## src/rtl/lcd1602_dyn_fields_ctrl.sv

```systemverilog
// lcd1602_dyn_fields_ctrl: HD44780/LCD1602 8-bit write-only controller.
// Sends the init commands, then two static text lines from a writable 32x8
// text RAM, then refreshes NUM_FIELDS decimal numeric fields forever.
// LCD steps are paced by an internal tick. One step spans two ticks:
// at tick A, E rises with rs/data. At tick B, E falls.
module lcd1602_dyn_fields_ctrl #(
  parameter int unsigned             TICK_DIV   = 400000,
  parameter int unsigned             NUM_FIELDS = 2,
  parameter int unsigned             VALUE_W    = 8,
  parameter int unsigned             DIGITS     = 3,
  parameter logic [NUM_FIELDS*8-1:0] FIELD_POS  = 16'hC484,
  parameter bit                      LEAD_ZERO  = 1'b1
) (
  input  logic                          clk,
  input  logic                          reset,
  input  logic                          start_i,
  input  logic [NUM_FIELDS*VALUE_W-1:0] field_val_i,
  input  logic                          txt_we_i,
  input  logic [4:0]                    txt_addr_i,
  input  logic [7:0]                    txt_data_i,
  output logic                          init_done_o,
  output logic                          rs,
  output logic                          rw,
  output logic                          enable,
  output logic [7:0]                    data
);

  localparam int unsigned CNT_W   = (TICK_DIV > 1) ? $clog2(TICK_DIV) : 1;
  localparam int unsigned BCD_RAW = (VALUE_W * 3) / 10 + 1;
  localparam int unsigned BCD_N   = (BCD_RAW > DIGITS) ? BCD_RAW : DIGITS;
  localparam int unsigned BCD_W   = 4 * BCD_N;
  localparam int unsigned DDC_W   = $clog2(VALUE_W + 1);
  localparam int unsigned FLD_W   = 3;
  localparam int unsigned MAX_VAL = 10 ** DIGITS - 1;

  localparam logic [2:0] S_IDLE = 3'd0;
  localparam logic [2:0] S_INIT = 3'd1;
  localparam logic [2:0] S_L1A  = 3'd2;
  localparam logic [2:0] S_L1   = 3'd3;
  localparam logic [2:0] S_L2A  = 3'd4;
  localparam logic [2:0] S_L2   = 3'd5;
  localparam logic [2:0] S_DYN  = 3'd6;

  logic [CNT_W-1:0]   tick_cnt_q;
  logic               tick;
  logic [2:0]         state_q, state_d;
  logic [4:0]         idx_q, idx_d;
  logic [FLD_W-1:0]   fld_q, fld_d;
  logic               phase_q, phase_d;
  logic               rs_q, rs_d, en_q, en_d;
  logic [7:0]         data_q, data_d;
  logic               init_done_q, init_done_d;
  logic               dirty_q, dirty_d;
  logic [VALUE_W-1:0] bin_q, bin_d;
  logic [BCD_W-1:0]   bcd_q, bcd_d, bcd_adj;
  logic [DDC_W-1:0]   ddc_q, ddc_d;
  logic               ovf_q, ovf_d;
  logic [7:0]         ram_q [32];

  logic [VALUE_W-1:0] cur_val;
  logic [7:0]         cur_pos;
  logic [7:0]         dig_chr;
  logic               lead;
  logic               step_rs;
  logic [7:0]         step_data;
  logic               incl;
  logic [5:0]         sent;
  logic               dirty_set;

  assign tick = (tick_cnt_q == CNT_W'(TICK_DIV - 1));

  // Free-running tick divider.
  always_ff @(posedge clk) begin
    if (reset)     tick_cnt_q <= '0;
    else if (tick) tick_cnt_q <= '0;
    else           tick_cnt_q <= tick_cnt_q + CNT_W'(1);
  end

  // Text RAM: written in any state, keeps its contents across reset.
  always_ff @(posedge clk) begin
    if (txt_we_i) ram_q[txt_addr_i] <= txt_data_i;
  end

  // Select the value and address command of the current field.
  always_comb begin
    cur_val = '0;
    cur_pos = 8'h00;
    for (int i = 0; i < int'(NUM_FIELDS); i++) begin
      if (fld_q == FLD_W'(i)) begin
        cur_val = field_val_i[i*VALUE_W +: VALUE_W];
        cur_pos = FIELD_POS[i*8 +: 8];
      end
    end
  end

  // Character for the current digit step; blanking walks down from the MSB.
  always_comb begin
    dig_chr = 8'h30;
    lead    = 1'b1;
    for (int k = int'(DIGITS) - 1; k >= 0; k--) begin
      if (bcd_q[k*4 +: 4] != 4'd0) lead = 1'b0;
      if (idx_q == 5'(int'(DIGITS) - k)) begin
        if (ovf_q)                            dig_chr = 8'h23;
        else if (!LEAD_ZERO && lead && k != 0) dig_chr = 8'h20;
        else                                   dig_chr = 8'h30 + 8'(bcd_q[k*4 +: 4]);
      end
    end
  end

  // Double-dabble add-3 correction ahead of each shift.
  always_comb begin
    bcd_adj = bcd_q;
    for (int k = 0; k < int'(BCD_N); k++) begin
      if (bcd_q[k*4 +: 4] >= 4'd5) bcd_adj[k*4 +: 4] = bcd_q[k*4 +: 4] + 4'd3;
    end
  end

  // rs/data of the step that the current state and counters describe.
  always_comb begin
    step_rs   = 1'b0;
    step_data = 8'h00;
    case (state_q)
      S_INIT: begin
        case (idx_q[1:0])
          2'd0:    step_data = 8'h38;
          2'd1:    step_data = 8'h06;
          2'd2:    step_data = 8'h0C;
          default: step_data = 8'h01;
        endcase
      end
      S_L1A: step_data = 8'h80;
      S_L1: begin
        step_rs   = 1'b1;
        step_data = ram_q[{1'b0, idx_q[3:0]}];
      end
      S_L2A: step_data = 8'hC0;
      S_L2: begin
        step_rs   = 1'b1;
        step_data = ram_q[{1'b1, idx_q[3:0]}];
      end
      S_DYN: begin
        if (idx_q == 5'd0) begin
          step_data = cur_pos;
        end else begin
          step_rs   = 1'b1;
          step_data = dig_chr;
        end
      end
      default: ;
    endcase
  end

  // Number of text characters already latched for the display; a write
  // below this mark makes the shown text stale.
  always_comb begin
    incl = phase_q | tick;
    case (state_q)
      S_L1:    sent = 6'(idx_q) + 6'(incl);
      S_L2A:   sent = 6'd16;
      S_L2:    sent = 6'd16 + 6'(idx_q) + 6'(incl);
      S_DYN:   sent = 6'd32;
      default: sent = 6'd0;
    endcase
    dirty_set = txt_we_i && ({1'b0, txt_addr_i} < sent);
  end

  // Next-state logic: step output at tick A, sequencing at tick B.
  always_comb begin
    state_d     = state_q;
    idx_d       = idx_q;
    fld_d       = fld_q;
    phase_d     = phase_q;
    rs_d        = rs_q;
    en_d        = en_q;
    data_d      = data_q;
    init_done_d = init_done_q;
    dirty_d     = dirty_q | dirty_set;
    bin_d       = bin_q;
    bcd_d       = bcd_q;
    ddc_d       = ddc_q;
    ovf_d       = ovf_q;

    if (ddc_q != '0) begin
      {bcd_d, bin_d} = {bcd_adj[BCD_W-2:0], bin_q, 1'b0};
      ddc_d          = ddc_q - DDC_W'(1);
    end

    if (tick) begin
      phase_d = ~phase_q;
      if (!phase_q) begin
        if (state_q != S_IDLE) begin
          en_d   = 1'b1;
          rs_d   = step_rs;
          data_d = step_data;
        end
        if (state_q == S_DYN && idx_q == 5'd0) begin
          // Snapshot the value; first shift folds into the load.
          bcd_d = BCD_W'(cur_val[VALUE_W-1]);
          bin_d = cur_val << 1;
          ddc_d = DDC_W'(VALUE_W - 1);
          ovf_d = 32'(cur_val) > MAX_VAL;
        end
      end else begin
        en_d = 1'b0;
        case (state_q)
          S_IDLE: begin
            if (start_i) begin
              state_d = S_INIT;
              idx_d   = 5'd0;
            end
          end
          S_INIT: begin
            if (idx_q == 5'd3) begin
              state_d     = S_L1A;
              idx_d       = 5'd0;
              init_done_d = 1'b1;
            end else begin
              idx_d = idx_q + 5'd1;
            end
          end
          S_L1A: begin
            state_d = S_L1;
            idx_d   = 5'd0;
          end
          S_L1: begin
            if (idx_q == 5'd15) begin
              state_d = S_L2A;
              idx_d   = 5'd0;
            end else begin
              idx_d = idx_q + 5'd1;
            end
          end
          S_L2A: begin
            state_d = S_L2;
            idx_d   = 5'd0;
          end
          S_L2: begin
            if (idx_q == 5'd15) begin
              state_d = S_DYN;
              idx_d   = 5'd0;
              fld_d   = '0;
            end else begin
              idx_d = idx_q + 5'd1;
            end
          end
          S_DYN: begin
            if (idx_q == 5'(DIGITS)) begin
              idx_d = 5'd0;
              if (dirty_q) begin
                state_d = S_L1A;
                fld_d   = '0;
                dirty_d = dirty_set;
              end else if (fld_q == FLD_W'(NUM_FIELDS - 1)) begin
                fld_d = '0;
              end else begin
                fld_d = fld_q + FLD_W'(1);
              end
            end else begin
              idx_d = idx_q + 5'd1;
            end
          end
          default: state_d = S_IDLE;
        endcase
      end
    end
  end

  // State and output registers.
  always_ff @(posedge clk) begin
    if (reset) begin
      state_q     <= S_IDLE;
      idx_q       <= '0;
      fld_q       <= '0;
      phase_q     <= 1'b0;
      rs_q        <= 1'b0;
      en_q        <= 1'b0;
      data_q      <= 8'h00;
      init_done_q <= 1'b0;
      dirty_q     <= 1'b0;
      bin_q       <= '0;
      bcd_q       <= '0;
      ddc_q       <= '0;
      ovf_q       <= 1'b0;
    end else begin
      state_q     <= state_d;
      idx_q       <= idx_d;
      fld_q       <= fld_d;
      phase_q     <= phase_d;
      rs_q        <= rs_d;
      en_q        <= en_d;
      data_q      <= data_d;
      init_done_q <= init_done_d;
      dirty_q     <= dirty_d;
      bin_q       <= bin_d;
      bcd_q       <= bcd_d;
      ddc_q       <= ddc_d;
      ovf_q       <= ovf_d;
    end
  end

  assign init_done_o = init_done_q;
  assign rs          = rs_q;
  assign rw          = 1'b0;
  assign enable      = en_q;
  assign data        = data_q;

endmodule

```

## config.mk

```make
export PLATFORM = sky130hd
export DESIGN_NAME = lcd1602_dyn_fields_ctrl
export DESIGN_NICKNAME = d
export VERILOG_FILES = /design/src/rtl/lcd1602_dyn_fields_ctrl.sv
export SDC_FILE = /design/constraint.sdc
export NUM_CORES = 1
export LEC_CHECK = 0
export BUFFER_PORTS_ARGS = -buffer_cell sky130_fd_sc_hd__buf_2
export CELL_PAD_IN_SITES_DETAIL_PLACEMENT = 0
export CELL_PAD_IN_SITES_GLOBAL_PLACEMENT = 1
export CORE_MARGIN = 1.5
export CORE_UTILIZATION = 46
export CTS_CLUSTER_DIAMETER = 200
export DETAILED_ROUTE_END_ITERATION = 8
export PLACE_DENSITY_LB_ADDON = 0.1
export SKIP_LAST_GASP = 1
export SYNTH_ARGS = -nofsm -noshare
export SYNTH_HDL_FRONTEND = slang
export SYNTH_SLANG_ARGS = --single-unit
```

## constraint.sdc

```tcl
create_clock -name clk -period 2.9 [get_ports clk]
set_input_delay 0.435 -clock clk [delete_from_list [all_inputs] [get_ports clk]]
set_output_delay 0.435 -clock clk [all_outputs]
set_load 0.01 [all_outputs]
```

---- Yosys cells after proc, flatten, opt, wreduce, memory -nomap -nowiden ----
Memories as Yosys holds them, arrays and structs flattened. A register that Yosys moved wholly into a read port is not among the register bits.
Cells that the tools add are included.
word-level totals
  flip-flop bits (word level) ............. 67
  bits in writable memories ............... 256
  input port bits ......................... 33
  output and inout port bits .............. 12
  word-level logic and storage cells ...... 132
  memories kept ........................... 1
memory list
  name   words  width  rd ports  clocked after memory_dff  write ports  line  source
  ram_q  32     8      2         2                         1            58    logic [7:0] ram_q [32];
cells by class
  $add $sub $neg .......................... 13
  magnitude comparators ................... 4
  eq/ne operators ......................... 20
  muxes and demuxes ....................... 57
  bitwise gates (word level) .............. 3
  reduce and logical (&&, ||, !) cells .... 21
operators with widths
  operator               count
  $mux 8                 11
  $mux 12                4
  $pmux 8 s6             1
  $mux 5                 7
  $mux 3                 11
  $mux 4                 6
  $pmux 6 s4             1
  $add 6x4->7 const A    3
  $pmux 3 s7             1
  $pmux 5 s4             1
  $add 19x1->19 const B  1
  $eq 19x19->1 const B   1
  $pmux 6 s3             1
  $ge 4x3->1 const B     3
  $eq 5x2->1 const B     2
  $mux 1                 10
  $ne 2x2->1 const B     5
  $eq 3x3->1 const B     3
  $add 4x2->4 const B    2
  $reduce_and 4->1       2
  $reduce_and 8->1       1
  $reduce_bool 4->1      2
  $reduce_or 2->1        4
  $mux 7                 1
  28 further kinds       34

---- Logic depth before layout (Yosys ltp) ----
  depth after elaboration ................. 12
  mapped depth ............................ 14
  gate-level depth less buffers ........... 14

---- Worst setup path after synthesis ----
OpenSTA, ideal clock, no wires.
  path type ............................... reg-to-reg
  start point ............................. register tick_cnt_q[0]
  end point ............................... register dirty_q
  data arrival time ....................... 2564 ps
  data required time ...................... 2774 ps
  slack ................................... 210 ps
  stages on the path, launching flop included .. 15
  path through ............................ dfxtp_1 -> ha_1 -> and4_1 -> nand2_1 -> o21ai_0 -> ha_1 -> ha_1 -> nand3_1 -> xnor2_1 -> nand2_1 -> mux2i_1 -> ha_1 -> o2111ai_1 -> a211oi_1 -> o21ai_0
on the way
  cells in the longest elaborated chain, start to end .. 12
  elaborated cells on any way between the ends .. 13
  classes of those cells .................. add/sub: 2; order compare: 1; eq/ne: 1; mux: 6; bitwise: 2; reduce/logical: 1
RTL lines
  what                                        line      source
  start: declaration                          44        logic [CNT_W-1:0] tick_cnt_q;
  start signal: assignment                    76        else tick_cnt_q <= tick_cnt_q + CNT_W'(1);
  $eq 19x19->1 (*)                            70        assign tick = (tick_cnt_q == CNT_W'(TICK_DIV - 1));
  $or 1x1->1                                  156       incl = phase_q | tick;
  $add 6x1->6 or $add 5x1->6 (tied branches)  160, 158
  $pmux 6 s4                                  157       case (state_q)
  $lt 5x6->1                                  164       dirty_set = txt_we_i && ({1'b0, txt_addr_i} < sent);
  $logic_and 1x1->1                           164
  $or 1x1->1                                  177       dirty_d = dirty_q | dirty_set;
  $mux 1                                      249       if (dirty_q) begin
  $mux 1                                      247       if (idx_q == 5'(DIGITS)) begin
  $mux 1                                      205       case (state_q)
  $mux 1                                      190       if (!phase_q) begin
  $mux 1 (*)                                  188       if (tick) begin
  end signal: assignment                      293       dirty_q <= dirty_d;
  end: declaration                            53        logic dirty_q, dirty_d;
Every way passes the cells marked *; elsewhere a longest branch is shown, timed or not.
A chain may end at the register's enable or synchronous reset.

---- Final worst setup path ----
  start point ............................. register tick_cnt_q[10]
  end point ............................... register dirty_q
Same word-level chain as after synthesis.

==> flow_summary.yaml <==
clock_tree:
  cts_max_path_buffers: 3
  postCtsSetupBuffers: 0
  cts-root-buf: "clkbuf_16"
  cts_buffers: 36
  cts_tree: "built"
  clock_latency_ns: 0.53
  h-tree-depth: 2
  cts.clk_slew.worst_paths_ns: 0.06
  clock_sinks: 327
finish:
  area_growth_pct: 16.33
  stdcell_area_mm2: 0.01649
  fin_cells: 1535
  drive_gt1_frac: 0.2371
  diodes: 0
  layout_common_cells: "edfxtp_1 (256), nor2_1 (89), buf_4 (85)"
  final_common_cell: "edfxtp_1"
  fin_nets: 1166
  final_util: 0.5418
drt:
  drtPass1Iterations: 5
  via_per_inst: 5.640
  routed_wl_mm: 33.90
  drc_errors: 0
  drt-initial-drc-count: 758
  wl_per_cell_um: 22.08
  num_vias: 8658
  postRouteAntennaNets: 0
sta:
  whs_ns: 0.2207
  finalCritPeriodShare: 0.9502
  clock_skew_ns: 0.009915
  finalHoldViolCount: 0
  max-slew-margin-rel: 0.4702
  period_needed_ns: 2.755
  timing.fmax_mhz: 362.9
  setup_slack_ns: 0.1445
  setup_viol: 0
  slew_viol_final: 0
  setup_tns_ns: 0
  tightest_slew_ns: 0.7946
global_routing:
  antenna_found_initial: 0
  grt_usage: 0.2189
  grt_max_degree: 33
  grt_pass1_wl_mm: 51.36
  grt_overflow: 0
  grt_pass1_vias: 8596
place:
  port_buffers: 43
  placedCellCount: 1469
  hpwl_mm: 23.11
  finalWeightedCongestion: 0.8233
  place_area_mm2: 0.01527
  pre_cts_ws_ns: -0.003027
setup_path:
  cpPeakStageDelay_ns: 0.34
  path_class: "flop to flop"
  critPathCaptureType: "flop"
  crit_family: "adder cells"
  worst_ep_required_time_ns: 3.31
  path_buf_inv: 0
  crit_fanout: 3
  cpMaxStageDelayCell: "dfxtp_2"
  crit_top_cell: "o21ai_1"
  worstPathCellList: "nor4bb_4 > nand4b_1 > o21ai_1 > ha_2 > ha_4 > nand3_4 > xnor2_2 > nand2_1 > mux2i_1 > ha_1 > o2111ai_2 > a211oi_2 > o21ai_1"
  cp-start-kind: "flop"
  cp.arrival_ns: 3.17
floorplanning:
  core_area_mm2: 0.03043
  die_area_mm2: 0.03187
  die_height_um: 178.5
  fp-row-count: 64
  initial_core_util: 0.4657
  pin_count: 45
  die_w_um: 178.5
synth:
  yosysUniqueCellTypes: 79
  synth-edff-count: 256
  synth-seq-cells: 327
  synthFlopType: "edfxtp_1"
  ys_seq_area_frac: 0.6427
  synth_area_mm2: 0.01417
  async_flop_share: 0
  yosysWarnings: 0
  syn-num-nets: 1053
  synthCells: 998
  avgSynthCellArea_um2: 14.20
worst_hold_path:
  hold_class: "input pin to flop"
outcome:
  status: "completed"
power_and_ir_drop:
  leakage_nw: 5.446
  finalPower_mw: 10.28
  power-per-cell-area_mw_per_mm2: 623.3
  max-vdd-ir-drop_mv: 0.4528
job:
  drv_cap: 0
cells in the mapped netlist (all sizes together) (4+ instances only):
master	count	area share
nand3	20	0.0074
inv	26	0.0069
xnor2	17	0.011
o32ai	5	0.0031
and4	4	0.0025
or3	5	0.0022
mux2	4	0.0032
o22ai	12	0.0053
nor3b	5	0.0026
mux4	52	0.083
o221ai	9	0.0056
a211oi	7	0.0037
nor4b	4	0.0044
a21o	8	0.0042
nand2b	10	0.0044
nand2	79	0.021
nor3	19	0.0071
ha	22	0.019
nand4b	4	0.0025
dfxtp	71	0.10
nand3b	13	0.0069
clkbuf	22	0.0058
nor2	89	0.024
mux2i	49	0.035
a21oi	39	0.014
and3	4	0.0018
edfxtp	256	0.54
o21ai	26	0.0092
xor2	8	0.0049
and3b	4	0.0025
or2	4	0.0019
a22oi	5	0.0026
nor4	10	0.0053
buf	32	0.014
nand4	6	0.0026
sequential cells by signal, summed over array words and instances (netlist names), named ones only:
signal       flops
enable           1
data             8
bcd_q           12
rs               1
bin_q            8
fld_q            3
tick_cnt_q      19
ram_q          256
dirty_q          1
ddc_q            4
init_done_o      1
state_q          3
idx_q            5
phase_q          1
power breakdown:
part / switching [mW] / leakage [nW] / internal (mW) / total [mW]
sequential: 0.0730 / 2.88 / 5.15 / 5.22
clock: 1.84 / 0.573 / 2.56 / 4.40
combinational: 0.428 / 1.99 / 0.224 / 0.652
total: 2.34 / 5.45 / 7.93 / 10.3
area by class of cell:
class / instances / area, µm²
clock buffers: 49 / 1011
clock inverters: 17 / 135.1
fillers: 2521 / 13940
inverters: 26 / 97.59
multi-input cells: 591 / 4753
flip-flops and latches: 327 / 9121
well taps: 396 / 495.5
repair buffers: 129 / 873.3
worst register-to-register path, delay by kind of cell, from the launching register on:
family | cells | cell delay (ns)
fa+ha+maj | 3 | 0.72
simple gates | 4 | 0.66
compound gates | 4 | 0.63
flops | 1 | 0.34
xor+xnor | 1 | 0.17
mux | 1 | 0.12
worst paths after layout:
check                               startpoint  endpoint  slack, ns  cells past startpoint
worst min-delay path                  txt_we_i   dirty_q       0.22                      3
worst min register to register        bin_q[0]  bin_q[0]       0.43                      2
worst max register to register  tick_cnt_q[10]   dirty_q       0.14                     13
worst max-delay path            tick_cnt_q[10]   dirty_q       0.14                     13
layer usage:
metal / up-vias / GRT usage / wire [µm]
li1: 4076 / - / -
met1: 4323 / 0.3041 / 15470
met2: 203 / 0.3609 / 16300
met3: 56 / 0.02941 / 1380
met4: 0 / 0.06215 / 756
met5: - / 0 / 0
logic make-up after synthesis:
family,share of synthesized area
other,0.0002646
DFF,0.6427
muxes,0.1204
xor gates and xnor gates,0.01545
adders and majority gates,0.01942
AOI/OAI and AO/OA,0.06895
buffers and inverters,0.02675
and+or+nand+nor,0.1060
repair_timing:
action,CTS,global route
resized for setup,0,17
hold buffers,0,0
setup endpoints to repair,0,1
No activity file was read; power rests on OpenSTA's default activity.
